`config.mk`:
```
export PLATFORM = sky130hd
export DESIGN_NAME = memaccess_lsu
export DESIGN_NICKNAME = d
export VERILOG_FILES = /design/src/rtl/memaccess_lsu.sv
export SDC_FILE = /design/constraint.sdc
export NUM_CORES = 1
export LEC_CHECK = 0
export BUFFER_PORTS_ARGS = -buffer_cell sky130_fd_sc_hd__buf_4
export CAP_MARGIN = 20
export CORE_AREA = 4 4 151 167
export DETAILED_ROUTE_END_ITERATION = 7
export DIE_AREA = 0 0 155 171
export PLACE_DENSITY_LB_ADDON = 0.3
export SYNTH_ARGS = -nofsm -noshare
export SYNTH_HDL_FRONTEND = slang
export SYNTH_SLANG_ARGS = --single-unit
```
`constraint.sdc`:
```
create_clock -name clk -period 2.7 [get_ports clk]
set_input_delay 0.27 -clock clk [delete_from_list [all_inputs] [get_ports clk]]
set_output_delay 0.27 -clock clk [all_outputs]
set_load 0.02 [all_outputs]
```
`src/rtl/memaccess_lsu.sv`:
```
// Memory-access pipeline stage: issues load/store requests on a req/gnt/rvalid data bus,
// aligns load data and registers the instruction, PC and result into the writeback stage.
module memaccess_lsu (
   input  logic        clk,
   input  logic        rst,
   input  logic [31:0] ma_inst,
   input  logic [31:0] ma_pc,
   input  logic [31:0] ma_dat,
   input  logic [31:0] ma_rd2,
   output logic        ma_stall,
   output logic        ma_misalign,
   output logic        dmem_req,
   output logic        dmem_we,
   output logic [31:0] dmem_addr,
   output logic [3:0]  dmem_be,
   output logic [31:0] dmem_wdata,
   input  logic        dmem_gnt,
   input  logic        dmem_rvalid,
   input  logic [31:0] dmem_rdata,
   output logic [31:0] wb_inst,
   output logic [31:0] wb_pc,
   output logic [31:0] wb_dat,
   output logic        wb_fwd_we,
   output logic [4:0]  wb_fwd_dst,
   output logic [31:0] wb_fwd_dat
);

   localparam logic [6:0]  OpLoad   = 7'b0000011;
   localparam logic [6:0]  OpStore  = 7'b0100011;
   localparam logic [6:0]  OpBranch = 7'b1100011;
   localparam logic [31:0] Bubble   = 32'h0000_0013;

   typedef enum logic [1:0] {StIdle, StReq, StRdWait} state_e;

   state_e      state_q, state_d;
   logic [31:0] wb_inst_q, wb_inst_d;
   logic [31:0] wb_pc_q, wb_pc_d;
   logic [31:0] wb_dat_q, wb_dat_d;

   logic [6:0]  opcode;
   logic [2:0]  funct3;
   logic [1:0]  size;
   logic        is_load, is_store, is_mem, misaligned;
   logic [31:0] rdata_shifted, load_data;

   assign opcode   = ma_inst[6:0];
   assign funct3   = ma_inst[14:12];
   assign size     = funct3[1:0];
   assign is_load  = (opcode == OpLoad);
   assign is_store = (opcode == OpStore);
   assign is_mem   = is_load || is_store;

   always_comb begin
      misaligned = 1'b0;
      if (is_mem) begin
         if (size == 2'b01) misaligned = ma_dat[0];
         else if (size[1]) misaligned = |ma_dat[1:0];
      end
   end

   // Address and data are derived straight from ma_*, which upstream holds while stalled.
   assign dmem_we   = is_store;
   assign dmem_addr = {ma_dat[31:2], 2'b00};

   always_comb begin
      dmem_be    = 4'b1111;
      dmem_wdata = ma_rd2;
      case (size)
         2'b00: begin
            dmem_be    = 4'b0001 << ma_dat[1:0];
            dmem_wdata = {4{ma_rd2[7:0]}};
         end
         2'b01: begin
            dmem_be    = 4'b0011 << ma_dat[1:0];
            dmem_wdata = {2{ma_rd2[15:0]}};
         end
         default: ;
      endcase
   end

   assign rdata_shifted = dmem_rdata >> {ma_dat[1:0], 3'b000};

   always_comb begin
      load_data = dmem_rdata;
      case (funct3)
         3'b000:  load_data = {{24{rdata_shifted[7]}}, rdata_shifted[7:0]};
         3'b001:  load_data = {{16{rdata_shifted[15]}}, rdata_shifted[15:0]};
         3'b100:  load_data = {24'h0, rdata_shifted[7:0]};
         3'b101:  load_data = {16'h0, rdata_shifted[15:0]};
         default: load_data = dmem_rdata;
      endcase
   end

   always_comb begin
      state_d     = state_q;
      wb_inst_d   = Bubble;
      wb_pc_d     = wb_pc_q;
      wb_dat_d    = wb_dat_q;
      dmem_req    = 1'b0;
      ma_stall    = 1'b0;
      ma_misalign = 1'b0;
      unique case (state_q)
         StIdle: begin
            if (is_mem && misaligned) begin
               ma_misalign = 1'b1;
               wb_pc_d     = ma_pc;
               wb_dat_d    = ma_dat;
            end else if (is_mem) begin
               dmem_req = 1'b1;
               if (dmem_gnt && is_store) begin
                  wb_inst_d = ma_inst;
                  wb_pc_d   = ma_pc;
                  wb_dat_d  = ma_dat;
               end else begin
                  ma_stall = 1'b1;
                  state_d  = dmem_gnt ? StRdWait : StReq;
               end
            end else begin
               wb_inst_d = ma_inst;
               wb_pc_d   = ma_pc;
               wb_dat_d  = ma_dat;
            end
         end
         StReq: begin
            dmem_req = 1'b1;
            if (dmem_gnt && is_store) begin
               wb_inst_d = ma_inst;
               wb_pc_d   = ma_pc;
               wb_dat_d  = ma_dat;
               state_d   = StIdle;
            end else begin
               ma_stall = 1'b1;
               if (dmem_gnt) state_d = StRdWait;
            end
         end
         StRdWait: begin
            if (dmem_rvalid) begin
               wb_inst_d = ma_inst;
               wb_pc_d   = ma_pc;
               wb_dat_d  = load_data;
               state_d   = StIdle;
            end else begin
               ma_stall = 1'b1;
            end
         end
         default: state_d = StIdle;
      endcase
      // Outputs are forced quiet for the whole reset cycle, not just after the edge.
      if (rst) begin
         dmem_req    = 1'b0;
         ma_stall    = 1'b0;
         ma_misalign = 1'b0;
      end
   end

   always_ff @(posedge clk) begin
      if (rst) begin
         state_q   <= StIdle;
         wb_inst_q <= Bubble;
         wb_pc_q   <= 32'h0;
         wb_dat_q  <= 32'h0;
      end else begin
         state_q   <= state_d;
         wb_inst_q <= wb_inst_d;
         wb_pc_q   <= wb_pc_d;
         wb_dat_q  <= wb_dat_d;
      end
   end

   assign wb_inst    = wb_inst_q;
   assign wb_pc      = wb_pc_q;
   assign wb_dat     = wb_dat_q;
   assign wb_fwd_dst = wb_inst_q[11:7];
   assign wb_fwd_dat = wb_dat_q;
   assign wb_fwd_we  = !rst && (wb_inst_q[6:0] != OpStore) && (wb_inst_q[6:0] != OpBranch)
                       && (wb_inst_q[11:7] != 5'd0);

endmodule

```
== Word level (Yosys, flattened, before mapping) ==
Cells that the tools add are included.
W data, S select, Z words.
Storage, ports and cells
  register bits after elaboration: 98
  word-level logic and storage cells: 79
Operators by class
  equal/unequal tests: 15
  shift-type cells: 3
  multiplexer cells: 42
  reductions and logical operators: 15
Operators with widths (number)
  $mux W32: 12
  $pmux W32 S3: 3
  $pmux W32 S4: 1
  $pmux W32 S2: 1
  $shr A32 B5 Y16: 1
  $mux W1: 14
  $mux W2: 7
  $ne A2 B2 Y1 const B: 4
  $pmux W4 S2: 1
  $eq A7 B2 Y1 const B: 1
  $eq A7 B6 Y1 const B: 1
  $ne A7 B6 Y1 const B: 1
  $ne A7 B7 Y1 const B: 1
  $eq A3 B3 Y1 const B: 2
  $pmux W2 S3: 1
  $logic_and A1 B1 Y1: 5
  $reduce_and A5 Y1: 1
  $reduce_bool A5 Y1: 1
  $eq A2 B1 Y1 const B: 2
  $logic_not A2 Y1: 2
  $shl A1 B2 Y4 const A: 1
  $shl A2 B2 Y4 const A: 1
  $eq A3 B1 Y1 const B: 1
  $logic_not A3 Y1: 1
  other kinds (9): 9

== Logic depth before layout (Yosys ltp) ==
Gate-level depths: netlist of run 1.
  word-level depth: 8
  depth in mapped cells: 10
  mapped depth without buffers: 7

== Least setup slack after synthesis of run 1 ==
OpenSTA, ideal clock, no wires.
  path type: input -> output
  start point: input ma_inst[6]
  end point: output ma_stall
  arrival time: 1.833 ns
  data required time: 2.430 ns
  path slack: 0.597 ns
  stages on the path: 8
  cell sequence: and4bb_1 buf_6 o211a_1 buf_2 buf_4 a21oi_1 o22a_1 nor3_1
On the way
  word-level cells in the longest chain between the ends: 7
RTL lines
  start: declaration: line 6  | input logic [31:0] ma_inst,
  $eq A7 B6 Y1 / $eq A7 B2 Y1 (equally long branches): line 50, 49
  $logic_and A1 B1 Y1 / $logic_or A1 B1 Y1 (equally long branches): line 110, 126, 51
  $mux W1 (on tied branches): line 110, 126, 55
  $mux W1 / $logic_and A1 B1 Y1 (equally long branches): line 108, 104
  $mux W1: line 104  | if (is_mem && misaligned) begin
  $pmux W1 S3 *: line 102  | unique case (state_q)
  $mux W1 *: line 149  | if (rst) begin
  end: declaration: line 10  | output logic ma_stall,
Mark *: on every way between the ends. The rest lies on a longest branch, timed or not.

== Worst setup path in the final report of run 1 ==
  start point: register state_q[0]
  end point: output ma_stall
On the way
  word-level cells in the longest chain between the ends: 3
RTL lines
  start: declaration: line 35  | state_e state_q, state_d;
  start signal: assignment: line 158  | state_q <= StIdle;
  start signal: assignment: line 163  | state_q <= state_d;
  $eq A2 B2 Y1, or another cell as far along: line 102
  $pmux W1 S3 *: line 102
  $mux W1 *: line 149
Marks and branches as above.

==> impl_metrics.toml, run 1 <==
[detailed_routing]
routedWlPerCell_um = 21.0
dr.pass1.iters = 6
totalWireLength_um = 30600
wl_met2_um = 15100
drc_errors = 0
drt-vias-per-instance = 5.56
wl_met3_um = 2780
drtIter0Drc = 696
drt.antenna.violating_nets = 0
vias = 8120
drt-met1-wl_um = 11900
top_layer = "met4"

[cells_and_area]
antennaDiodeCount = 0
area_delta_synth_final_pct = 34.1
regArea_um2 = 1960
fin_area_um2 = 10600
fillers = 2320
drive_gt1_frac = 0.410
multi_input_area_um2 = 4870
fin_nets = 1320

[synth]
syn_inst = 906
yosys.area_share.simple = 0.132
synth-edff-count = 0
synth_top_family_by_area = "compound AO/OA/AOI/OAI gates"
synth_area_um2 = 7890
synthXorXnorAreaFrac = 0
synthMuxAreaShare = 0.189
ys_ff_latch = 98
synth_compound_area_frac = 0.286
avgSynthCellArea_um2 = 8.71
ys_warn_count = 0
synth_fa_ha_area_frac = 0.00634
ys_types = 69
synthFlopType = "dfxtp_1"
synth_seq_area_share = 0.249
ys_async_sr_fraction = 0

[grt]
overflow = 0
antenna_found_initial = 0
grt_max_degree = 58
grt_pass1_wl_um = 45900
grt.total_usage = 0.218
grt_pass1_vias = 7843

[power_and_ir_drop]
vdd.ir_drop.worst_v = 0.000233
p_int_mw = 3.31
power_density_nw_per_um2 = 502
comb_power_share = 0.400
power.share.switching = 0.377
p_leak_nw = 4.86
clockPowerShare = 0.254
p_seq_frac = 0.346
p_sw_mw = 2.00

[critical_path]
slowest_delay_ps = 350
path_cells = "inv_1 -> ha_2 -> inv_1 -> o22a_1 -> nor3_1 -> buf_4"
cpMostUsedCell = "inv_1"
arrival_ps = 2040
crit_family = "buffers and inverters"
crit_buf_inv = 3
required_ps = 2430
slowest_stage = "ha_2"
worst_setup_path_start_kind = "register"
endpoint_kind = "primary output"
crit_type = "register to primary output"
crit_fanout = 15

[placed_design]
io_buffers = 367
dpl.hpwl_um = 22700
place_congestion = 0.852
placed_cell_area_um2 = 10300

[status]
status = "complete, no violations"

[clock_tree]
numCtsBuffers = 9
htree_levels = 3
root_buffer = "clkbuf_16"
cts_sinks = 98
post_cts_resized = 0
cts_tree = "built"
hold_buffers = 0
path_clk_slew_ps = 80
cts_buffer_depth = 2
clk_latency_ps = 360
cts_setup_buffers = 0

[die]
ioPinCount = 370
die_y_um = 171
dieArea_um2 = 26500
coreArea_um2 = 23500
initial_core_util = 0.335
rows = 59
fp.dieW_um = 155

[worst_hold_path]
hp-class = "input pin to register"

[sta]
slew_headroom = 0.436
rsz0062_at_grt = "false"
fin_skew_ps = 12.3
final.min_clock_period_ps = 2310
report.final.slew_viol_count = 0
fin_crit_sh = 0.857
hold_viol = 0
maxClockFrequency_mhz = 432
setup_viol = 0
setup_tns_ps = 0
worstMarginPinSlew_ps = 844

[job]
maxCapViolations = 0
[power groups by stage]
stage | Combinational, mW | Clock, mW | Sequential (mW)
after global placement | 2.11 | 0 | 1.86
final | 2.12 | 1.35 | 1.84
after CTS | 2.14 | 1.39 | 1.84
after global routing | 2.28 | 1.45 | 1.87
after detailed placement | 2.13 | 0 | 1.87
after floorplan | 1.10 | 0 | 2.03
[cell families (layout without fill, tap and decap cells)]
logic type,Yosys count,in the layout
other,1,2
muxes,136,136
AOI/OAI and AO/OA,297,297
adders and majority gates,4,4
and+or+nand+nor,197,197
DFF,98,98
buffers and inverters,173,422
[cell usage in the layout (no fill, tap or decap), drive strengths merged, types with 8 or more instances in the layout]
cell / Yosys / final
nand2b: 33 / 33
mux2i: 69 / 69
a21oi: 39 / 39
nand2: 56 / 56
o221ai: 8 / 8
dfxtp: 98 / 98
o21bai: 32 / 32
nand3: 20 / 20
clkbuf: 50 / 9
inv: 9 / 11
a221oi: 49 / 49
buf: 112 / 396
a211o: 9 / 9
a222oi: 16 / 16
o21ai: 60 / 60
a211oi: 34 / 34
nor2: 24 / 24
a311oi: 8 / 8
o21a: 8 / 8
and2: 37 / 37
mux2: 67 / 67
[final timing paths]
path,slack (ps),depth (start not counted),start,end
hold / removal,110,2,ma_inst[19],wb_inst[19]
setup reg to reg,440,7,state_q[0],wb_dat[28]
hold reg to reg,520,2,wb_pc[24],wb_pc[24]
setup / recovery,390,6,state_q[0],ma_stall
[cells in the mapped netlist, types with 2 or more instances]
cell       instances  area share
clkbuf_4           2      0.0019
or4_1              3      0.0029
mux2i_1           69       0.088
buf_1              3      0.0014
o311ai_1           7      0.0078
nand2_1           55       0.026
inv_1              9      0.0043
a211oi_1          33       0.031
nor2_2             2      0.0016
buf_2             17       0.011
nand2b_1          33       0.026
o21ai_0           58       0.037
a221oi_2          10       0.019
nor2_1            22       0.010
mux2_1            31       0.044
a21oi_1           38       0.024
a311oi_1           8      0.0089
o21a_1             8      0.0076
ha_1               4      0.0063
o31a_1             7      0.0078
nand3_1           20       0.013
buf_6              7       0.010
a211o_1            9       0.010
nor4_1             2      0.0016
a2bb2oi_1          7      0.0078
o31ai_1            2      0.0019
a222oi_1          16       0.020
dfxtp_1           98        0.25
o221ai_1           8      0.0089
buf_4             81       0.077
o21bai_1          32       0.030
nor4b_1            2      0.0022
and2_1            37       0.029
o21ai_1            2      0.0013
nand4_1            2      0.0016
mux2_4            13       0.025
nor3_1             5      0.0032
a221oi_1          38       0.042
and3_1             2      0.0016
buf_8              3      0.0057
clkbuf_1          48       0.023
and2b_1            2      0.0019
clkinv_1           2     0.00095
mux2_2            23       0.033
a22oi_1            2      0.0019
[metal layers]
metal,global-route usage,up-vias
li1,-,3834
met1,0.264,3837
met2,0.372,399
met3,0.0582,50
met4,0.0818,0
met5,0,-
[layout make-up]
| class | instances | share of cell area |
|---|---|---|
| inverters | 11 | 0.00390 |
| clock buffers | 9 | 0.0213 |
| clock inverters | 6 | 0.00626 |
| repair buffers | 396 | 0.287 |
| well taps | 305 | 0.0360 |
| multi-input cells | 636 | 0.460 |
| flip-flops and latches | 98 | 0.185 |
[stage by stage]
step / utilization / instances / setup WS, ps / hold slack (ps) / total power [mW]
6_report: 0.450 / 1461 / 386 / 106 / 5.31
5_1_grt: 0.450 / 1461 / 210 / 98.4 / 5.60
4_1_cts: 0.450 / 1461 / 344 / 91.1 / 5.36
3_5_place_dp: 0.437 / 1446 / 395 / 475 / 4.00
3_3_place_gp: 0.437 / 1446 / 451 / 472 / 3.98
2_1_floorplan: - / 907 / 597 / 389 / 3.13
[sequential cells by signal, indices dropped and copies added (netlist names)]
signal / cells
wb_dat: 32
wb_inst: 32
wb_pc: 32
state_q: 2
Power figures use the tool's default switching activity.
==> run 2, diff against run 1 <==
- CORE_AREA: 4 4 151 167 -> 4 4 142 144
- DIE_AREA: 0 0 155 171 -> 0 0 146 148
==> run 2 against run 1 <==
Sequential power about the same. Global-route usage up 4.2 points. Sequential share of layout area up 0.16 points. Via count up 1.4%. Total power up 0.19%. Clock power about the same. Clock skew down 3.2 ps. Final cell count down 4.9%. Count of clock-buffer cells in the layout unchanged. Combinational power about the same. Routed wire length down 2.0%. Critical path type is now register to register. Critical endpoint is now wb_dat[27]. Largest power group unchanged.
==> impl_metrics.toml, run 2 (synthesized netlist as in run 1, its figures left out) <==
[critical_path]
path_cells = "inv_1 -> ha_2 -> and2_1 -> a32oi_1 -> o22ai_2 -> o21ai_0 -> a222oi_1"
worst_setup_path_start_kind = "register"
slowest_stage = "o22ai_2"
arrival_ps = 2660
endpoint_kind = "register"
required_ps = 2950
crit_type = "register to register"
crit_family = "compound AO/OA/AOI/OAI gates"
slowest_delay_ps = 540
crit_buf_inv = 1
crit_fanout = 21

[clock_tree]
cts_setup_buffers = 0
post_cts_resized = 0
cts_buffer_depth = 2
clk_latency_ps = 350
hold_buffers = 0
htree_levels = 3
cts_tree = "built"
cts_sinks = 98
root_buffer = "clkbuf_16"
path_clk_slew_ps = 80
numCtsBuffers = 9

[sta]
setup_tns_ps = 0
hold_viol = 0
rsz0062_at_grt = "false"
fin_crit_sh = 0.893
maxClockFrequency_mhz = 415
worstMarginPinSlew_ps = 892
setup_viol = 0
fin_skew_ps = 9.11
final.min_clock_period_ps = 2410
report.final.slew_viol_count = 0
slew_headroom = 0.405

[cells_and_area]
instances_no_fill = 1389
final_cell_mix = "buf_4 (389), dfxtp_1 (98), mux2i_1 (69)"
drive_gt1_frac = 0.410
regArea_um2 = 1960
final_common_cell = "buf_4"
area_delta_synth_final_pct = 33.0
fillers = 1736
antennaDiodeCount = 0
multi_input_area_um2 = 4870
fin_nets = 1318

[worst_hold_path]
hp-class = "input pin to register"

[grt]
grt.total_usage = 0.261
met3_usage = 0.0576
top_usage_layer = "met2"
grt_pass1_wl_um = 45300
overflow = 0
antenna_found_initial = 1
grt_use_met1 = 0.319
grt_pass1_vias = 7822
grt_max_degree = 56
grtUsageMet2 = 0.459

[power_and_ir_drop]
clockPowerShare = 0.255
power.share.switching = 0.378
power_density_nw_per_um2 = 507
p_sw_mw = 2.01
p_leak_nw = 4.85
p_seq_frac = 0.345
vdd.ir_drop.worst_v = 0.000297
p_int_mw = 3.31
comb_power_share = 0.400

[die]
fp.dieW_um = 146
die_y_um = 148
dieArea_um2 = 21600
initial_core_util = 0.422
rows = 50
coreArea_um2 = 18700
ioPinCount = 370

[detailed_routing]
vias = 8232
totalWireLength_um = 30000
dr.pass1.iters = 8
drc_errors = 0
drtIter0Drc = 814
drt-vias-per-instance = 5.93
drt.antenna.violating_nets = 0
routedWlPerCell_um = 21.6

[job]
maxCapViolations = 0

[status]
status = "complete, no violations"

[placed_design]
dp_cells = 1373
dpl.hpwl_um = 22200
place_congestion = 0.850
io_buffers = 367
-- run 2: power groups by stage --
stage	sequential [mW]	clock (mW)	combinational, mW
6_report	1.84	1.36	2.13
5_1_grt	1.87	1.44	2.27
4_1_cts	1.84	1.38	2.13
3_5_place_dp	1.87	0	2.13
3_3_place_gp	1.86	0	2.11
2_1_floorplan	2.03	0	1.10
-- run 2: layout make-up --
cell class	count	area share
inverter	11	0.00393
clock inverter	7	0.00751
clock buffer	9	0.0215
sequential	98	0.187
multi-input combinational	636	0.464
tap	234	0.0279
timing repair buffer	394	0.288
-- run 2: final timing paths --
| check | from | end | slack, ps | cells past startpoint |
|---|---|---|---|---|
| min reg2reg | wb_pc[24] | wb_pc[24] | 520 | 2 |
| min | ma_inst[18] | wb_inst[18] | 110 | 2 |
| max reg2reg | state_q[0] | wb_dat[27] | 290 | 7 |
| max | state_q[0] | wb_dat[27] | 290 | 7 |
-- run 2: through the flow --
| stage | setup slack, ps | util | total power, mW | cell area [µm²] | hold slack (ps) |
|---|---|---|---|---|---|
| global placement | 402 | 0.545 | 3.97 | 10200 | 472 |
| finish | 288 | 0.561 | 5.32 | 10500 | 109 |
| global route | 87.4 | 0.561 | 5.58 | 10500 | 98.2 |
| floorplan | 597 | - | 3.13 | 7900 | 389 |
| CTS | 329 | 0.561 | 5.35 | 10500 | 100 |
| detailed placement | 334 | 0.545 | 4.00 | 10200 | 475 |
-- run 2: metal layers --
metal	up-vias	wire [µm]	share of wire
met5	-	13	0.00043
met4	2	786	0.026
met3	53	2390	0.080
met2	419	15000	0.50
met1	3937	11800	0.39
li1	3821	-	-
